==> src/rtl/led_readback.sv <==
// LED activity readback: synchronizes the LED drive vector, counts rising edges per LED
// over a fixed window and latches a per-LED classification plus counts into shadow registers.
module led_readback #(
   parameter int WINDOW_CYCLES = 40079000,
   parameter int COUNT_WIDTH   = 8,
   parameter int N_LEDS        = 16,
   parameter int SYNC_STAGES   = 2
) (
   input  logic                     clock,
   input  logic                     reset_n,
   input  logic                     enable_i,
   input  logic [N_LEDS-1:0]        led_i,
   input  logic [3:0]               rd_sel_i,
   output logic [COUNT_WIDTH-1:0]   rd_count_o,
   output logic [2*N_LEDS-1:0]      led_state_o,
   output logic                     window_valid_o,
   output logic [15:0]              windows_done_o
);

   localparam int WW = (WINDOW_CYCLES > 1) ? $clog2(WINDOW_CYCLES) : 1;
   localparam int FW = $clog2(SYNC_STAGES + 2);
   localparam logic [WW-1:0]          WIN_LAST   = WW'(WINDOW_CYCLES - 1);
   localparam logic [FW-1:0]          FLUSH_LAST = FW'(SYNC_STAGES);
   localparam logic [COUNT_WIDTH-1:0] CNT_MAX    = {COUNT_WIDTH{1'b1}};

   typedef enum logic [1:0] {
      ST_IDLE  = 2'd0,
      ST_FLUSH = 2'd1,
      ST_RUN   = 2'd2
   } state_t;

   state_t                  state_q, state_d;
   logic [FW-1:0]           flush_cnt_q, flush_cnt_d;
   logic [WW-1:0]           win_cnt_q, win_cnt_d;
   logic [N_LEDS-1:0]       sync_q [SYNC_STAGES];
   logic [N_LEDS-1:0]       prev_q;
   logic [COUNT_WIDTH-1:0]  live_cnt_q [N_LEDS];
   logic [COUNT_WIDTH-1:0]  live_cnt_d [N_LEDS];
   logic [COUNT_WIDTH-1:0]  shadow_cnt_q [N_LEDS];
   logic [COUNT_WIDTH-1:0]  shadow_cnt_d [N_LEDS];
   logic [N_LEDS-1:0]       seen_q, seen_d;
   logic [2*N_LEDS-1:0]     led_state_q, led_state_d;
   logic                    valid_q, valid_d;
   logic [15:0]             done_q, done_d;
   logic [COUNT_WIDTH-1:0]  rd_count_q, rd_count_d;

   logic [N_LEDS-1:0]       synced;
   logic [N_LEDS-1:0]       rise;
   logic [N_LEDS-1:0]       seen_fin;
   logic [COUNT_WIDTH-1:0]  edges_fin [N_LEDS];
   logic                    terminal;

   function automatic logic [1:0] classify(input logic [COUNT_WIDTH-1:0] edges, input logic seen);
      logic [1:0] cls;
      if (edges == CNT_MAX) begin
         cls = 2'b11;
      end else if (edges != {COUNT_WIDTH{1'b0}}) begin
         cls = 2'b10;
      end else if (seen) begin
         cls = 2'b01;
      end else begin
         cls = 2'b00;
      end
      return cls;
   endfunction

   // Synchronizer chain and previous-sample register; runs in every state
   always_ff @(posedge clock or negedge reset_n) begin
      if (!reset_n) begin
         for (int i = 0; i < SYNC_STAGES; i++) sync_q[i] <= '0;
         prev_q <= '0;
      end else begin
         sync_q[0] <= led_i;
         for (int i = 1; i < SYNC_STAGES; i++) sync_q[i] <= sync_q[i-1];
         prev_q <= sync_q[SYNC_STAGES-1];
      end
   end

   assign synced = sync_q[SYNC_STAGES-1];
   assign rise   = synced & ~prev_q;

   // Window results including the current cycle, so a terminal-cycle edge lands in the ending window
   always_comb begin
      terminal = (state_q == ST_RUN) && (win_cnt_q == WIN_LAST);
      seen_fin = seen_q | synced;
      for (int k = 0; k < N_LEDS; k++) begin
         if (rise[k] && (live_cnt_q[k] != CNT_MAX)) begin
            edges_fin[k] = live_cnt_q[k] + COUNT_WIDTH'(1);
         end else begin
            edges_fin[k] = live_cnt_q[k];
         end
      end
   end

   // Next-state logic: FSM, live counters, shadow latch and readback mux
   always_comb begin
      state_d     = state_q;
      flush_cnt_d = flush_cnt_q;
      win_cnt_d   = win_cnt_q;
      seen_d      = seen_q;
      led_state_d = led_state_q;
      valid_d     = 1'b0;
      done_d      = done_q;
      rd_count_d  = '0;
      for (int k = 0; k < N_LEDS; k++) begin
         live_cnt_d[k]   = live_cnt_q[k];
         shadow_cnt_d[k] = shadow_cnt_q[k];
      end

      case (state_q)
         ST_IDLE: begin
            flush_cnt_d = '0;
            win_cnt_d   = '0;
            seen_d      = '0;
            for (int k = 0; k < N_LEDS; k++) live_cnt_d[k] = '0;
            if (enable_i) begin
               state_d = ST_FLUSH;
            end else begin
               state_d = ST_IDLE;
            end
         end
         ST_FLUSH: begin
            win_cnt_d = '0;
            seen_d    = '0;
            for (int k = 0; k < N_LEDS; k++) live_cnt_d[k] = '0;
            if (!enable_i) begin
               state_d = ST_IDLE;
            end else if (flush_cnt_q == FLUSH_LAST) begin
               state_d = ST_RUN;
            end else begin
               flush_cnt_d = flush_cnt_q + FW'(1);
            end
         end
         ST_RUN: begin
            if (terminal) begin
               for (int k = 0; k < N_LEDS; k++) begin
                  shadow_cnt_d[k]        = edges_fin[k];
                  led_state_d[2*k +: 2]  = classify(edges_fin[k], seen_fin[k]);
                  live_cnt_d[k]          = '0;
               end
               seen_d    = '0;
               win_cnt_d = '0;
               valid_d   = 1'b1;
               done_d    = done_q + 16'd1;
               if (enable_i) begin
                  state_d = ST_RUN;
               end else begin
                  state_d = ST_IDLE;
               end
            end else if (!enable_i) begin
               state_d = ST_IDLE;
            end else begin
               win_cnt_d = win_cnt_q + WW'(1);
               seen_d    = seen_fin;
               for (int k = 0; k < N_LEDS; k++) live_cnt_d[k] = edges_fin[k];
            end
         end
         default: begin
            state_d = ST_IDLE;
         end
      endcase

      // Forward the value being latched so the readback is current in the valid cycle
      if (int'(rd_sel_i) < N_LEDS) begin
         if (terminal) begin
            rd_count_d = edges_fin[rd_sel_i];
         end else begin
            rd_count_d = shadow_cnt_q[rd_sel_i];
         end
      end else begin
         rd_count_d = '0;
      end
   end

   // State and result registers
   always_ff @(posedge clock or negedge reset_n) begin
      if (!reset_n) begin
         state_q     <= ST_IDLE;
         flush_cnt_q <= '0;
         win_cnt_q   <= '0;
         seen_q      <= '0;
         led_state_q <= '0;
         valid_q     <= 1'b0;
         done_q      <= 16'd0;
         rd_count_q  <= '0;
         for (int k = 0; k < N_LEDS; k++) begin
            live_cnt_q[k]   <= '0;
            shadow_cnt_q[k] <= '0;
         end
      end else begin
         state_q     <= state_d;
         flush_cnt_q <= flush_cnt_d;
         win_cnt_q   <= win_cnt_d;
         seen_q      <= seen_d;
         led_state_q <= led_state_d;
         valid_q     <= valid_d;
         done_q      <= done_d;
         rd_count_q  <= rd_count_d;
         for (int k = 0; k < N_LEDS; k++) begin
            live_cnt_q[k]   <= live_cnt_d[k];
            shadow_cnt_q[k] <= shadow_cnt_d[k];
         end
      end
   end

   assign rd_count_o     = rd_count_q;
   assign led_state_o    = led_state_q;
   assign window_valid_o = valid_q;
   assign windows_done_o = done_q;

endmodule

==> config.mk <==
export PLATFORM = sky130hd
export DESIGN_NAME = led_readback
export DESIGN_NICKNAME = d
export VERILOG_FILES = /design/src/rtl/led_readback.sv
export SDC_FILE = /design/constraint.sdc
export NUM_CORES = 1
export LEC_CHECK = 0
export CAP_MARGIN = 20
export CORE_MARGIN = 5
export CORE_UTILIZATION = 35
export CTS_CLUSTER_DIAMETER = 30
export DETAILED_ROUTE_END_ITERATION = 16
export SKIP_CTS_REPAIR_TIMING = 1
export SYNTH_ARGS = -nofsm -noshare
export SYNTH_HDL_FRONTEND = slang
export SYNTH_SLANG_ARGS = --single-unit
==> constraint.sdc <==
create_clock -name clock -period 8.2 [get_ports clock]
set_input_delay 1.23 -clock clock [delete_from_list [all_inputs] [get_ports clock]]
set_output_delay 1.23 -clock clock [all_outputs]
set_load 0.02 [all_outputs]
---- Word level (Yosys, flattened, before mapping) ----
Cells that the tools add are included.
storage, ports and cells
  output and inout port bits .............. 57
  register bits ........................... 407
  input bits .............................. 23
  logic and storage cells ................. 241
operators by class
  mux-type cells .......................... 92
  bitwise operators ....................... 4
  order comparisons ....................... 1
  equality and inequality tests ........... 41
  reductions and logical operators ........ 41
  add/subtract/negate cells ............... 19
operators with widths
  cell                                                              number
  128-bit two-way mux                                               2
  128-bit case mux with 2 select lines                              1
  8-bit two-way mux                                                 21
  8-bit by 1-bit adder with 8-bit output (second input constant)    16
  8-bit == test (second input constant)                             16
  8-bit inequality test (second input constant)                     16
  8-bit nonzero test                                                16
  2-bit two-way mux                                                 39
  8-bit binary-select mux with 4-bit select                         2
  26-bit two-way mux                                                2
  26-bit case mux with 2 select lines                               1
  16-bit two-way mux                                                2
  16-bit case mux with 2 select lines                               1
  26-bit by 1-bit adder with 26-bit output (second input constant)  1
  26-bit == test (second input constant)                            1
  1-bit two-way mux                                                 19
  1-bit logical AND                                                 17
  16-bit by 1-bit adder with 16-bit output (second input constant)  1
  16-bit bitwise AND                                                1
  16-bit inverter                                                   1
  16-bit bitwise OR                                                 1
  3-bit inequality test (second input constant)                     3
  2-bit case mux with 3 select lines                                1
  2-bit AND reduction                                               3
  11 further kinds                                                  14

---- Longest topological paths before layout ----
Gate-level depths: netlist (run 1).
  depth in word-level cells ............... 8
  depth in mapped cells ................... 10

---- Worst setup path before layout (run 1) ----
No wires, ideal clock.
  kind .................................... in2reg
  from .................................... input port rd_sel_i[0]
  to ...................................... register rd_count_q[5] (netlist: rd_count_o[5])
  required time ........................... 8.070 ns
  path slack .............................. 4.760 ns
  data arrival time ....................... 3.310 ns
  setup time .............................. 0.130 ns
  stages .................................. 7
  path buffers ............................ 3
  path through ............................ clkbuf_1 buf_2 buf_2 mux4_2 mux4_2 a32oi_1 o21ai_0
on the way
  word-level cells in the longest chain between the ends .. 5
RTL lines
  item                                                                 RTL line  text
  start, declared                                                      13        input logic [3:0] rd_sel_i,
  4-bit inverter with 5-bit output (implied by the code) (*)           166, 168
  8-bit binary-select mux with 4-bit select, on equally long branches  168, 166
  8-bit two-way mux, on equally long branches (2 in a row)             168, 166
  8-bit two-way mux (*)                                                165       if (terminal) begin
  via rd_count_d[5]                                                    45        logic [COUNT_WIDTH-1:0] rd_count_q, rd_count_d;
  end signal, assigned                                                 198       rd_count_q <= rd_count_d;
  end, declared                                                        45
Mark *: on every way through the listed nets, which the timed path passes. The rest lies on a longest branch. The select of a mux whose other input is x is not followed.
A chain may end at the register's enable or synchronous reset.

---- Worst setup path in the final report (run 1) ----
  from .................................... register state_q[0]
  to ...................................... register rd_count_q[4] (netlist: rd_count_o[4])
on the way
  word-level cells in the longest chain between the ends .. 3
RTL lines
  item                    RTL line  text
  start, declared         32        state_t state_q, state_d;
  start signal, assigned  191       state_q <= state_d;
  2-bit == test           84        terminal = (state_q == ST_RUN) && (win_cnt_q == WIN_LAST);
  1-bit logical AND       84
  8-bit two-way mux       165
  via rd_count_d[4]       45
The timed path passes the listed nets, and every way through them passes these cells.

==> results of run 1 <==
[stage by stage]
step	cell area [um^2]	total power [mW]
after floorplan	21510	2.185
after global placement	23030	2.282
after detailed placement	23030	2.285
after CTS	26650	6.491
after global routing	26650	6.629
final	26650	6.419
[final timing paths]
path                            cells after the start  slack (ns)            endpoint
worst max-delay path                                9        4.13       rd_count_o[4]
worst min-delay path                                0        0.33           synced[8]
worst max register to register                      9        4.13       rd_count_o[4]
worst min register to register                      0        0.33           synced[8]
max in group asynchronous                           2        6.21        win_cnt_q[9]
min in group asynchronous                           1        0.59  windows_done_o[13]
[layout make-up]
class,count,area (um^2),area share
tap,782,978.4,0.03671
clock inverter,66,893.4,0.03352
clock buffer,121,2733,0.1025
timing repair buffer,106,1013,0.03803
multi-input combinational,1752,10750,0.4034
inverter,26,98.84,0.003709
sequential,407,10180,0.3821
[cells by family after synthesis]
logic type                 after synthesis
AOI/OAI and AO/OA                      428
xor gates and xnor gates               135
adders and majority gates               19
buffers and inverters                  152
DFF                                    407
muxes                                  106
and+or+nand+nor                       1064
[power groups by stage]
| stage | sequential [mW] | clock, mW | combinational, mW |
|---|---|---|---|
| after global placement | 2.07 | 0 | 0.208 |
| after global routing | 2.05 | 4.35 | 0.230 |
| after CTS | 2.05 | 4.24 | 0.210 |
| after detailed placement | 2.08 | 0 | 0.210 |
| final | 2.05 | 4.17 | 0.207 |
| after floorplan | 2.07 | 0 | 0.115 |
[flip-flops by register name (all words and copies together), names as in the netlist]
| register | cells |
|---|---|
| synced | 16 |
| state_q | 2 |
| seen_q | 16 |
| prev_q | 16 |
| window_valid_o | 1 |
| led_state_o | 32 |
| shadow_cnt_q | 128 |
| live_cnt_q | 128 |
| rd_count_o | 8 |
| flush_cnt_q | 2 |
| win_cnt_q | 26 |
| windows_done_o | 16 |
| sync_q | 16 |
[layout by cell type, fill, tap and decap left out, drive strengths merged, types with 8 or more instances in the layout]
| master | instances |
|---|---|
| a211oi | 25 |
| a21o | 15 |
| a21oi | 118 |
| a31oi | 25 |
| a41oi | 10 |
| and2 | 20 |
| and3 | 28 |
| and4 | 17 |
| and4b | 13 |
| buf | 30 |
| bufinv | 16 |
| clkbuf | 121 |
| clkdlybuf4s50 | 76 |
| clkinv | 29 |
| clkinvlp | 16 |
| dfrtp | 407 |
| ha | 19 |
| inv | 31 |
| mux2 | 18 |
| mux2i | 45 |
| mux4 | 43 |
| nand2 | 406 |
| nand2b | 32 |
| nand3 | 96 |
| nand4 | 53 |
| nor2 | 275 |
| nor2b | 18 |
| nor3 | 31 |
| nor4 | 24 |
| o211ai | 8 |
| o21a | 15 |
| o21ai | 130 |
| or3 | 13 |
| xnor2 | 58 |
| xor2 | 77 |
[per-layer routing]
layer,GRT usage,share of wire,vias to the layer above
li1,-,-,8374
met1,0.2552,0.45,8903
met2,0.2831,0.46,573
met3,0.04015,0.065,111
met4,0.06289,0.024,0
met5,0,0,-
==> run metrics, run 1 <==
critical path's slowest cell buf_4; Peak VDD IR 146.9 uV; DIE HEIGHT 257.9 um; ys flop type dfrtp_1; Setup CP Type reg2reg; Die W 257.9 um; Post-Syn Area per Cell 9.307 um^2; deepest clock path buffer count 3; hpwl dp 41.44 mm; core area 60,580 um^2; Die ar. 66,510 um^2; Clock Skews 0.02631 ns; worst slew pin tran 0.9851 ns; GPL Wtd Cong 0.9228; GR Overflow Total 0; routed length per placed instance 18.96 um; most common cell in the netlist dfrtp_1; fin. max-slew vios 0; hold wc startpoint sync_q[24]; vias per inst 5.510; net switching power 1.454 mW; CP max stage delay 0.61 ns; layout cell share with drive strength beyond 1 0.1186; final hold slack 0.3285 ns; CP required 8.77 ns; Post-Syn Instances 2,311; worst hold path type reg2reg; post-synthesis xor/xnor area fraction 0.05497; ANT nets after route 0; CTS buffer count 101; async set or reset register ratio after synthesis 1.000; mapped cell area 21,510 um^2; mux cell area share after synthesis 0.07557; io pins 80; Yosys reg bits 407; number of global-route vias before repair 17,360; CTS H-tree lvls 3; # DRC 0; synth top area cells dfrtp_1 47%, nand2_1 7.1%, nor2_1 4.8%, mux4_2 4.5%, xor2_1 3.1%; fin util 0.4399; vias post-DR 17,960; clock share of power 0.649; layout overhead on the synthesized area 23.92%; # placed instances 3,073; Buffers & Inverters on Critical Path 2; status completed; Synth Area in Simple Gates 0.2314; initial antenna violation count 0; 1st-pass router iterations 6; GRT Resource Usage Total 0.1828; Final Critical Period 4.072 ns; Layout fillers 5,770; Synth area leader dfrtp_1; Slew HR 0.3433; Post-Syn Nets 2,353; PwrDens 240.8 nW/um^2; crit path DAT 4.64 ns; Sink Count 407; final setup margin 4.128 ns; Post-synth EDFFs 0; # rows 90; largest family of logic cells by synthesized area simple AND/OR/NAND/NOR gates; largest net degree at the start of global routing 170; delay-heaviest family, CP simple AND/OR/NAND/NOR gates; endpoints failing hold 0; drt total wl 61.82 mm; Worst Setup End Kind flop; register area share after synthesis 0.4735; final cycle utilization of the critical path 0.4966; total internal power 4.964 mW; Setup crit start state_q[0]; worst skew pair latency 0.64 ns; # setup viols final 0; critical path cell sequence or4b_1 -> nor4_2 -> nand2_8 -> clkinv_2 -> buf_4 -> nand2_1 -> a2111oi_0 -> nand3_1 -> nand3_1; first-pass GRT wire length 98.97 mm; YS warnings 0; Post-Route Setup TNS 0 ns; diode count 0; fraction of power consumed by combinational cells 0.032; most frequent cells after synthesis 407 x dfrtp_1, 405 x nand2_1, 273 x nor2_1; max-cap viol count 0; Sw Share 0.2266; Synth top area share 0.4735; final cell count without fillers 3,260; CTS tree yes; post-synthesis compound-gate area fraction 0.1252; Reg power frac 0.319; adder-cell share of the synthesized area 0.01105; DR iter-0 viols 1,749; CP max FO 96; CTS root buffer clkbuf_16; CP startpoint kind flop; fin nets 2,436; RSZ-0062 raised after global routing false; Pleak 11.12 nW; Netlist cell types 83; Reg clk slew, reported paths 0.05 ns; FF-to-FF Start state_q[0]; most used cell, CP nand3_1; max frequency 245.6 MHz; Initial Util 0.3550; I/O Buffers 79; pre-CTS WS 3.625 ns
No activity file was read; power rests on OpenSTA's default activity.
==> run 2: changes to the inputs <==
==> constraint.sdc (replaced) <==
create_clock -name clock -period 3.89 [get_ports clock]
set_input_delay 0.5835 -clock clock [delete_from_list [all_inputs] [get_ports clock]]
set_output_delay 0.5835 -clock clock [all_outputs]
set_load 0.02 [all_outputs]
==> run metrics, run 2 (same netlist as run 1, synthesis figures left out) <==
status finished, violations left; violated checks negative hold slack; 1st-pass router iterations 5; r2r endpoint windows_done_o[15]; ANT nets after route 0; Initial Util 0.3550; endpoints failing hold 5; Seq. cell area 10,180 um^2; Final Critical Period 3.077 ns; final hold slack -0.02899 ns; CTS H-tree lvls 3; commonest non-fill, non-tap cell in the layout dfrtp_1; worst hold path type in2async; core area 60,580 um^2; Sink Count 407; worst slew pin tran 0.9689 ns; GRT Resource Usage Total 0.1890; net switching power 3.030 mW; max-cap viol count 0; Clock Skews 0.03077 ns; Pleak 11.26 nW; fin. max-slew vios 0; Reg power frac 0.320; # setup viols final 0; hpwl dp 44.17 mm; CTS buffer count 98; vias per inst 5.517; total internal power 10.45 mW; fraction of power consumed by combinational cells 0.035; routed length per placed instance 19.43 um; clock share of power 0.645; CP max stage delay 0.57 ns; Post-DP Area 23,270 um^2; # DRC 0; I/O Buffers 79; most frequent cells in the layout 407 x dfrtp_1, 404 x nand2_1, 273 x nor2_1, 127 x o21ai_0, 118 x a21oi_1; Sw Share 0.2248; Die W 257.9 um; Design Area, Final 26,850 um^2; drt total wl 63.72 mm; # rows 90; R2R cell count 8; Buffers & Inverters on Critical Path 1; io pins 80; DR iter-0 viols 1,741; CTS tree yes; Die ar. 66,510 um^2; deepest clock path buffer count 3; largest net degree at the start of global routing 151; PwrDens 502.1 nW/um^2; Peak VDD IR 354.4 uV; Post-Route Setup TNS 0 ns; Layout fillers 5,718; DIE HEIGHT 257.9 um; CP max FO 150; post-route total power 13.48 mW; final cycle utilization of the critical path 0.7910; FF-to-FF Start state_q[0]; Reg clk slew, reported paths 0.05 ns; Worst Setup End Kind flop; RSZ-0062 raised after global routing false; CP startpoint kind flop; GR Overflow Total 0; Slew HR 0.3541; vias post-DR 18,090; critical path's slowest cell or4b_1; Setup CP Type reg2reg; layout overhead on the synthesized area 24.83%; critical path cell sequence or4b_1 -> nor4_2 -> nand2_8 -> buf_12 -> nor2_1 -> nand3_1 -> nor2_1 -> xor2_1; multi-input logic area 10,750 um^2; max frequency 325.0 MHz; GPL Wtd Cong 0.9439; crit path DAT 3.63 ns; delay-heaviest family, CP simple AND/OR/NAND/NOR gates; fin nets 2,454; CP required 4.45 ns; worst skew pair latency 0.65 ns; initial antenna violation count 4; first-pass GRT wire length 101.7 mm; r2r setup slk 0.81 ns; most used cell, CP nor2_1; CTS root buffer clkbuf_16; layout cell share with drive strength beyond 1 0.1246; fin util 0.4432; number of global-route vias before repair 17,750
==> run 2: cell type report <==
cell class | count | area share
multi-input cells | 1752 | 0.4004
clock buffers | 119 | 0.09991
repair buffers | 127 | 0.04688
clock inverters | 64 | 0.03318
flip-flops and latches | 407 | 0.3793
diodes | 2 | 0.0001864
inverters | 26 | 0.003681
well taps | 782 | 0.03644
==> run 2: power groups by stage <==
stage	logic (mW)	registers, mW	clock network, mW
2_1_floorplan	0.242	4.36	0
3_3_place_gp	0.466	4.37	0
3_5_place_dp	0.471	4.37	0
4_1_cts	0.473	4.31	8.85
5_1_grt	0.517	4.31	9.10
6_report	0.466	4.31	8.70
==> run 2: per-stage QoR <==
| stage | cells | setup slack (ns) | hold slack [ns] |
|---|---|---|---|
| after floorplan | 2311 | 1.097 | 0.2879 |
| after global placement | 3094 | 0.8456 | 0.3331 |
| after detailed placement | 3094 | 0.8439 | 0.3347 |
| after CTS | 3277 | 0.8277 | 0.02443 |
| after global routing | 3277 | 0.6326 | 0.05571 |
| final | 3279 | 0.8130 | -0.02899 |
==> run 2: worst max-delay path by stage <==
stage          depth (start not counted)         from                 end
5_1_grt                                8   state_q[0]  windows_done_o[13]
4_1_cts                                8   state_q[0]  windows_done_o[15]
3_5_place_dp                           9  rd_sel_i[2]       rd_count_o[6]
6_report                               8   state_q[0]  windows_done_o[15]
2_1_floorplan                          7  rd_sel_i[0]       rd_count_o[5]
3_3_place_gp                           9  rd_sel_i[2]       rd_count_o[6]
==> run 2: layer usage <==
layer,share of wire,track usage,vias to the layer above
met2,0.45,0.2929,586
met1,0.45,0.2622,8929
li1,-,-,8436
met5,0.00020,0,-
met4,0.029,0.06867,2
met3,0.066,0.04152,136
